`config.mk`:
```
export PLATFORM = sky130hd
export DESIGN_NAME = p_cache_arbiter
export DESIGN_NICKNAME = d
export VERILOG_FILES = /design/src/rtl/p_cache_arbiter_pkg.sv /design/src/rtl/p_arbiter_req_reg.sv /design/src/rtl/p_cache_arbiter.sv
export SDC_FILE = /design/constraint.sdc
export NUM_CORES = 1
export LEC_CHECK = 0
export BUFFER_PORTS_ARGS = -buffer_cell sky130_fd_sc_hd__buf_2
export CAP_MARGIN = 40
export CORE_AREA = 3 3 567 569
export CTS_CLUSTER_DIAMETER = 50
export DETAILED_ROUTE_END_ITERATION = 16
export DIE_AREA = 0 0 570 572
export PLACE_DENSITY = 0.33
export SYNTH_ARGS = -nofsm -noshare
export SYNTH_HDL_FRONTEND = slang
export SYNTH_SLANG_ARGS = --single-unit
```
`constraint.sdc`:
```
create_clock -name clk -period 4.2 [get_ports clk]
set_input_delay 1.26 -clock clk [delete_from_list [all_inputs] [get_ports clk]]
set_output_delay 1.26 -clock clk [all_outputs]
set_load 0.1 [all_outputs]
```
`src/rtl/p_cache_arbiter_pkg.sv`:
```
// Shared types for the I/D cache arbiter.
// States and source ids used by the top and request register.
package cache_mux_types;

  typedef enum logic [1:0] {
    IDLE,
    SERVE_I,
    SERVE_D,
    DONE
  } arb_state_t;

  typedef enum logic {
    SRC_I,
    SRC_D
  } arb_src_t;

endpackage

```
`src/rtl/p_arbiter_req_reg.sv`:
```
// Request register for the arbiter: holds the granted
// transaction's address, data, kind and source.
module p_arbiter_req_reg
  import cache_mux_types::*;
#(
  parameter int s_line = 256,
  parameter int s_addr = 32
) (
  input  logic              clk,
  input  logic              rst,
  input  logic              load,
  input  logic [s_addr-1:0] load_addr,
  input  logic [s_line-1:0] load_wdata,
  input  logic              load_write,
  input  arb_src_t          load_src,
  output logic [s_addr-1:0] addr,
  output logic [s_line-1:0] wdata,
  output logic              is_write,
  output arb_src_t          src
);

  always_ff @(posedge clk) begin
    if (rst) begin
      addr     <= '0;
      wdata    <= '0;
      is_write <= 1'b0;
      src      <= SRC_I;
    end else if (load) begin
      addr     <= load_addr;
      wdata    <= load_wdata;
      is_write <= load_write;
      src      <= load_src;
    end
  end

endmodule

```
`src/rtl/p_cache_arbiter.sv`:
```
// Round-robin arbiter of I-cache and D-cache onto one
// line-granular memory port, with per-source grant counters.
module p_cache_arbiter
  import cache_mux_types::*;
#(
  parameter int s_line = 256,
  parameter int s_addr = 32,
  parameter int s_cnt  = 32
) (
  input  logic              clk,
  input  logic              rst,
  input  logic              i_pmem_read,
  input  logic [s_addr-1:0] i_pmem_address,
  output logic              i_pmem_resp,
  output logic [s_line-1:0] i_pmem_rdata,
  input  logic              d_pmem_read,
  input  logic              d_pmem_write,
  input  logic [s_addr-1:0] d_pmem_address,
  input  logic [s_line-1:0] d_pmem_wdata,
  output logic              d_pmem_resp,
  output logic [s_line-1:0] d_pmem_rdata,
  output logic              mem_read,
  output logic              mem_write,
  output logic [s_addr-1:0] mem_address,
  output logic [s_line-1:0] mem_wdata,
  input  logic              mem_resp,
  input  logic [s_line-1:0] mem_rdata,
  output logic [s_cnt-1:0]  i_grant_count,
  output logic [s_cnt-1:0]  d_grant_count
);

  arb_state_t state, state_n;
  arb_src_t   last_grant;
  logic       grant_i, grant_d;
  logic       i_req, d_req;
  logic       serving;
  logic       req_write;
  arb_src_t   req_src;

  assign i_req = i_pmem_read;
  assign d_req = d_pmem_read | d_pmem_write;

  always_comb begin
    state_n = state;
    grant_i = 1'b0;
    grant_d = 1'b0;
    unique case (state)
      IDLE: begin
        // On a tie the source not granted last wins
        grant_d = d_req & (~i_req | (last_grant == SRC_I));
        grant_i = i_req & ~grant_d;
        if (grant_d) state_n = SERVE_D;
        else if (grant_i) state_n = SERVE_I;
      end
      SERVE_I, SERVE_D: begin
        if (mem_resp) state_n = DONE;
      end
      DONE: state_n = IDLE;
      default: state_n = IDLE;
    endcase
  end

  always_ff @(posedge clk) begin
    if (rst) begin
      state         <= IDLE;
      last_grant    <= SRC_I;
      i_grant_count <= '0;
      d_grant_count <= '0;
    end else begin
      state <= state_n;
      if (grant_i) begin
        last_grant    <= SRC_I;
        i_grant_count <= i_grant_count + 1'b1;
      end
      if (grant_d) begin
        last_grant    <= SRC_D;
        d_grant_count <= d_grant_count + 1'b1;
      end
    end
  end

  p_arbiter_req_reg #(
    .s_line(s_line),
    .s_addr(s_addr)
  ) u_req (
    .clk       (clk),
    .rst       (rst),
    .load      (grant_i | grant_d),
    .load_addr (grant_d ? d_pmem_address : i_pmem_address),
    .load_wdata(grant_d ? d_pmem_wdata : '0),
    .load_write(grant_d & d_pmem_write),
    .load_src  (grant_d ? SRC_D : SRC_I),
    .addr      (mem_address),
    .wdata     (mem_wdata),
    .is_write  (req_write),
    .src       (req_src)
  );

  assign serving      = (state == SERVE_I) | (state == SERVE_D);
  assign mem_read     = serving & ~req_write;
  assign mem_write    = serving & req_write;
  assign i_pmem_resp  = serving & (req_src == SRC_I) & mem_resp;
  assign d_pmem_resp  = serving & (req_src == SRC_D) & mem_resp;
  assign i_pmem_rdata = mem_rdata;
  assign d_pmem_rdata = mem_rdata;

endmodule

```
==> qor.csv, run 1 <==
metric;value;unit
status;completed;
tightest_slew;799.8;ps
firstDrtPassIters;6;
wl_per_cell;26.65;um
synth_seq_cells;356;
routed_wl;176600;um
worstSetupEndpointType;output pin;
rsz0062_at_grt;no;
synth_edf_count;0;
min_period;3945;ps
hpwl;154500;um
place.gp.congestion;0.8504;
tritoncts;built;
design_area;0.02513;mm2
leakage;9.264;nW
nFillCells;37260;
cp.required;2940;ps
clk_pin_slew;50;ps
start_util;5.579;%
drtIter0Drc;941;
fmax;253.5;MHz
port_buffers;681;
drive_gt1_share;35.99;%
drv_slew;0;
synthCells;2235;
ctsHtreeMaxLevel;3;
ys_warn_count;0;
clock_path_buffers;4;
antenna_found_initial;89;
drtAntennaViolNets;0;
grt_max_degree;119;
ir_drop;0.3881;mV
clk_latency;780;ps
instances_no_fill;6626;
synth_cell_types;40;
hp-class;register to register;
power_density;836.9;mW/mm2
finalClockSkew;84.09;ps
path_class;register to output pin;
cts_sinks;356;
crit_arrival;2690;ps
cp_max_fo;7;
io_pins;1450;
hold_buffers;0;
dieHeight;572;um
netlist_area;0.01770;mm2
grt_usage;10.35;%
slew_headroom;46.68;%
grt_pass1_vias;17060;
syn-num-nets;2821;
fp.coreArea;0.3173;mm2
synth_flop_cell;dfxtp_1;
rows;207;
finalSetupTns;0;ps
placed_area;0.02239;mm2
via_count;17110;
timing.final.hold_violations;0;
async_flop_share;0;%
place_inst;6472;
grt_pass1_wl;213200;um
root_buffer;clkbuf_16;
regToRegSetupSlack;1690;ps
die_x;570;um
syn_to_final_growth;41.97;%
routed_via_density;2.583;
finalSetupViolCount;0;
ctsResizeCount;0;
grt_overflow;0;
finalCritPeriodShare;93.93;%
max_cap_viol_count;0;
dieArea;0.3260;mm2
synth_area_per_cell;7.920;um2
seq_area_frac_synth;40.26;%
cts_buffers;78;
nNetsFinal;2958;
drc;0;
post-cts-setup-buffer-count;0;
cp-start-kind;register;
placed cells by master, fill, tap and decap left out, drive strengths merged, types with 9 or more instances in the layout:
cell	n
a21oi	303
a311oi	32
and4	9
buf	722
bufinv	9
clkbuf	101
clkinv	15
clkinvlp	10
dfxtp	356
diode	15
inv	14
mux2	10
nand2	354
nand3	282
nand4	15
nor2	56
nor2b	11
o21ai	11
o31ai	27
or3	11
or4	28
xor2	9
cells by family after synthesis:
family,synth area share (%)
simple gates,20.75
buf+inv,25.37
compound gates,12.09
flops,40.26
mux,0.7492
xor+xnor,0.4948
fa+ha+maj,0.2827
report_power, final:
part	switching (mW)	leakage, nW	internal, mW
Sequential	0.412	2.92	4.05
Combinational	8.56	5.04	1.46
Clock	2.28	1.30	4.27
metal layers:
| layer | GRT usage [%] | wire [um] | part of all wire [%] |
|---|---|---|---|
| met5 | 0.2499 | 138 | 0.078 |
| met4 | 4.223 | 9030 | 5.1 |
| met3 | 11.48 | 43100 | 24 |
| met2 | 15.75 | 74420 | 42 |
| met1 | 8.419 | 49920 | 28 |
worst max-delay path, stage by stage, from the launching register on:
cell and delay [ps]:
dfxtp_1 320, inv_1 60, ha_1 600, nand2_1 130, nor2_1 470, buf_4 220, buf_12 160
cell usage after synthesis, types with 4 or more instances:
cell,n,area share (%)
a21oi_1,303,8.6
a311oi_1,32,1.6
and2_1,7,0.25
and3_1,8,0.28
and4_1,9,0.45
buf_1,28,0.59
buf_2,23,0.65
buf_4,512,22
clkbuf_1,101,2.1
dfxtp_1,356,40
ha_1,4,0.28
inv_1,10,0.21
mux2_2,10,0.64
nand2_1,354,7.5
nand3_1,282,8.0
nand4_1,15,0.53
nor2_1,56,1.2
nor2b_1,11,0.39
nor3_1,4,0.11
nor4_1,8,0.28
o21ai_0,11,0.31
o31ai_1,27,1.1
or3_1,11,0.39
or4_1,27,1.1
xor2_1,9,0.45
area by class of cell:
type                    instances  area (um2)  share of cell area, %
repair buffers                722        3891                  15.48
well taps                    4180        5230                  20.81
inverters                      10       37.54                 0.1494
multi-input cells            1204        6102                  24.28
diodes                         15       37.54                 0.1494
flip-flops and latches        356        7127                  28.36
clock buffers                 101        2221                  8.837
clock inverters                38       485.5                  1.932
path summary, 6_finish.rpt:
| kind | start | to | depth (start not counted) |
|---|---|---|---|
| setup / recovery | state[0]$_SDFFE_PP0P_ | i_pmem_resp | 6 |
| setup reg to reg | state[0]$_SDFFE_PP0P_ | d_grant_count[25]$_SDFFE_PP0P_ | 6 |
| hold / removal | u_req.wdata[23]$_SDFFE_PP0P_ | u_req.wdata[23]$_SDFFE_PP0P_ | 2 |
| hold reg to reg | u_req.wdata[23]$_SDFFE_PP0P_ | u_req.wdata[23]$_SDFFE_PP0P_ | 2 |
state kept, by name, indices dropped and copies added, names as in the netlist:
signal	cells
state	2
d_grant_count	32
i_grant_count	32
u_req.is_write	1
last_grant	1
u_req.addr	32
u_req.wdata	256
metrics by stage:
| step | hold slack [ps] | power [mW] | util (%) | setup slack [ps] |
|---|---|---|---|---|
| final | 464.0 | 21.03 | 7.921 | 254.9 |
| after global routing | 477.9 | 22.15 | 7.911 | 87.89 |
| after global placement | 452.2 | 14.74 | 7.056 | 472.2 |
| after detailed placement | 455.8 | 14.76 | 7.056 | 468.6 |
| after floorplan | 456.6 | 13.61 | - | 383.1 |
| after CTS | 467.0 | 21.57 | 7.909 | 61.58 |
(Power assumes the default switching activity.)
==> run 2, diff against run 1 <==
==> constraint.sdc (replaced) <==
create_clock -name clk -period 4.11 [get_ports clk]
set_input_delay 1.233 -clock clk [delete_from_list [all_inputs] [get_ports clk]]
set_output_delay 1.233 -clock clk [all_outputs]
set_load 0.1 [all_outputs]
==> run 2 against run 1 <==
Die area is the same. Core utilization about the same. Combinational power grew 4%. Routed wire length is 0.29% higher. Largest power group unchanged. Clock-buffer cell count down 6. Clock power is 1% higher. Worst setup slack gained 210 ps. Register-to-register slack lost 170 ps. Total power increased by 2.4%. Hold slack worse by 0.93 ps. Highest routed layer unchanged. First-iteration DRC count rose by 19%. Critical path depth is 1 lower.
==> qor.csv, run 2 (synthesis gave the netlist of run 1 again) <==
metric;value;unit;change
clock_path_buffers;4;;unchanged
register_area;0.007127;mm2;unchanged
timing.final.hold_violations;0;;unchanged
finalCritPeriodShare;88.60;%;
worstSetupEndpointType;output pin;;unchanged
hold_buffers;0;;unchanged
root_buffer;clkbuf_16;;unchanged
routed_via_density;2.574;;was 2.583
port_buffers;681;;unchanged
finalClockSkew;70.14;ps;was 84.09 ps
power_density;859.2;mW/mm2;was 836.9 mW/mm2
dieArea;0.3260;mm2;unchanged
grt_max_degree;104;;was 119
post-cts-setup-buffer-count;0;;unchanged
nNetsFinal;2960;;was 2958
antenna_found_initial;67;;was 89
drtAntennaViolNets;0;;unchanged
die_x;570;um;unchanged
syn_to_final_growth;41.53;%;was 41.97%
layout_setup_ws;468.6;ps;was 254.9 ps
fmax;274.6;MHz;
firstDrtPassIters;6;;unchanged
drv_slew;0;;unchanged
final_cell_mix;buf_2 (680), dfxtp_1 (356), nand2_1 (352);;was buf_2 (679), dfxtp_1 (356), nand2_1 (352)
instances_no_fill;6619;;was 6626
wl_per_cell;26.76;um;was 26.65 um
cp.required;2880;ps;was 2940 ps
cp-start-kind;register;;unchanged
cts_buffers;78;;unchanged
cp_max_fo;2;;was 7
nFillCells;37250;;was 37260
rows;207;;unchanged
grt_pass1_vias;17080;;was 17060
min_period;3641;ps;
hp-class;register to register;;unchanged
largest_reg_flops;256;;unchanged
drive_gt1_share;36.08;%;was 35.99%
placed_area;0.02238;mm2;was 0.02239 mm2
finalSetupTns;0;ps;unchanged
max_cap_viol_count;0;;unchanged
start_util;5.579;%;unchanged
power;21.53;mW;was 21.03 mW
multi_input_area;0.006102;mm2;unchanged
drc;0;;unchanged
cts_sinks;356;;unchanged
tightest_slew;854.5;ps;was 799.8 ps
drtIter0Drc;1123;;was 941
routed_wl;177100;um;was 176600 um
clk_pin_slew;60;ps;was 50 ps
grt_usage;10.38;%;was 10.35%
path_class;register to output pin;;unchanged
grt_overflow;0;;unchanged
top_register;u_req.wdata;;unchanged
ctsResizeCount;0;;unchanged
dp_slack;284.2;ps;was 468.6 ps
leakage;9.255;nW;was 9.264 nW
place.gp.congestion;0.8614;;was 0.8504
io_pins;1450;;unchanged
rsz0062_at_grt;no;;unchanged
hpwl;154700;um;was 154500 um
grt_pass1_wl;214200;um;was 213200 um
ir_drop;0.4034;mV;was 0.3881 mV
mostFrequentLayoutCell;buf_2;;unchanged
status;completed;;unchanged
fp.coreArea;0.3173;mm2;unchanged
via_count;17040;;was 17110
slew_headroom;43.43;%;was 46.68%
finalSetupViolCount;0;;unchanged
tritoncts;built;;unchanged
clk_latency;780;ps;about the same
dieHeight;572;um;unchanged
crit_arrival;2410;ps;was 2690 ps
design_area;0.02505;mm2;was 0.02513 mm2
place_inst;6474;;was 6472
ctsHtreeMaxLevel;3;;unchanged
==> run 2: through the flow <==
step | util, % | hold slack (ps)
after floorplan | - | 456.6
after global placement | 7.052 | 455.1
after detailed placement | 7.052 | 455.3
after CTS | 7.890 | 462.3
after global routing | 7.894 | 482.7
final | 7.897 | 463.1
==> run 2: layout make-up <==
| type | instances | area share, % |
|---|---|---|
| flip-flops and latches | 356 | 28.45 |
| multi-input cells | 1204 | 24.36 |
| well taps | 4180 | 20.87 |
| repair buffers | 724 | 15.48 |
| clock buffers | 95 | 8.570 |
| clock inverters | 42 | 2.043 |
| inverters | 10 | 0.1498 |
| diodes | 8 | 0.07990 |
==> run 2: worst paths after layout <==
| path | start | endpoint | slack [ps] | cells past startpoint |
|---|---|---|---|---|
| max | state[0]$_SDFFE_PP0P_ | i_pmem_resp | 470 | 5 |
| min | u_req.wdata[49]$_SDFFE_PP0P_ | u_req.wdata[49]$_SDFFE_PP0P_ | 460 | 2 |
| max reg2reg | state[0]$_SDFFE_PP0P_ | d_grant_count[31]$_SDFFE_PP0P_ | 1520 | 7 |
| min reg2reg | u_req.wdata[49]$_SDFFE_PP0P_ | u_req.wdata[49]$_SDFFE_PP0P_ | 460 | 2 |
==> run 2: critical path, cell delays in order (launching register included) <==
cell and delay (ps):
dfxtp_1 330, inv_1 60, ha_1 350, nand2_1 90
nor2_1 330, buf_2 530
==> run 2: report_power, final <==
part           total [mW]  internal (mW)  switching [mW]
combinational        10.4           1.47            8.89
sequential           4.54           4.13           0.406
clock                6.62           4.28            2.35
==> run 2: routing by layer <==
metal,vias up,part of all wire (%),track usage (%)
met3,405,25,11.80
li1,7355,-,-
met2,1421,43,15.84
met1,7853,27,8.210
met5,-,0.12,0.4703
met4,6,4.9,4.275
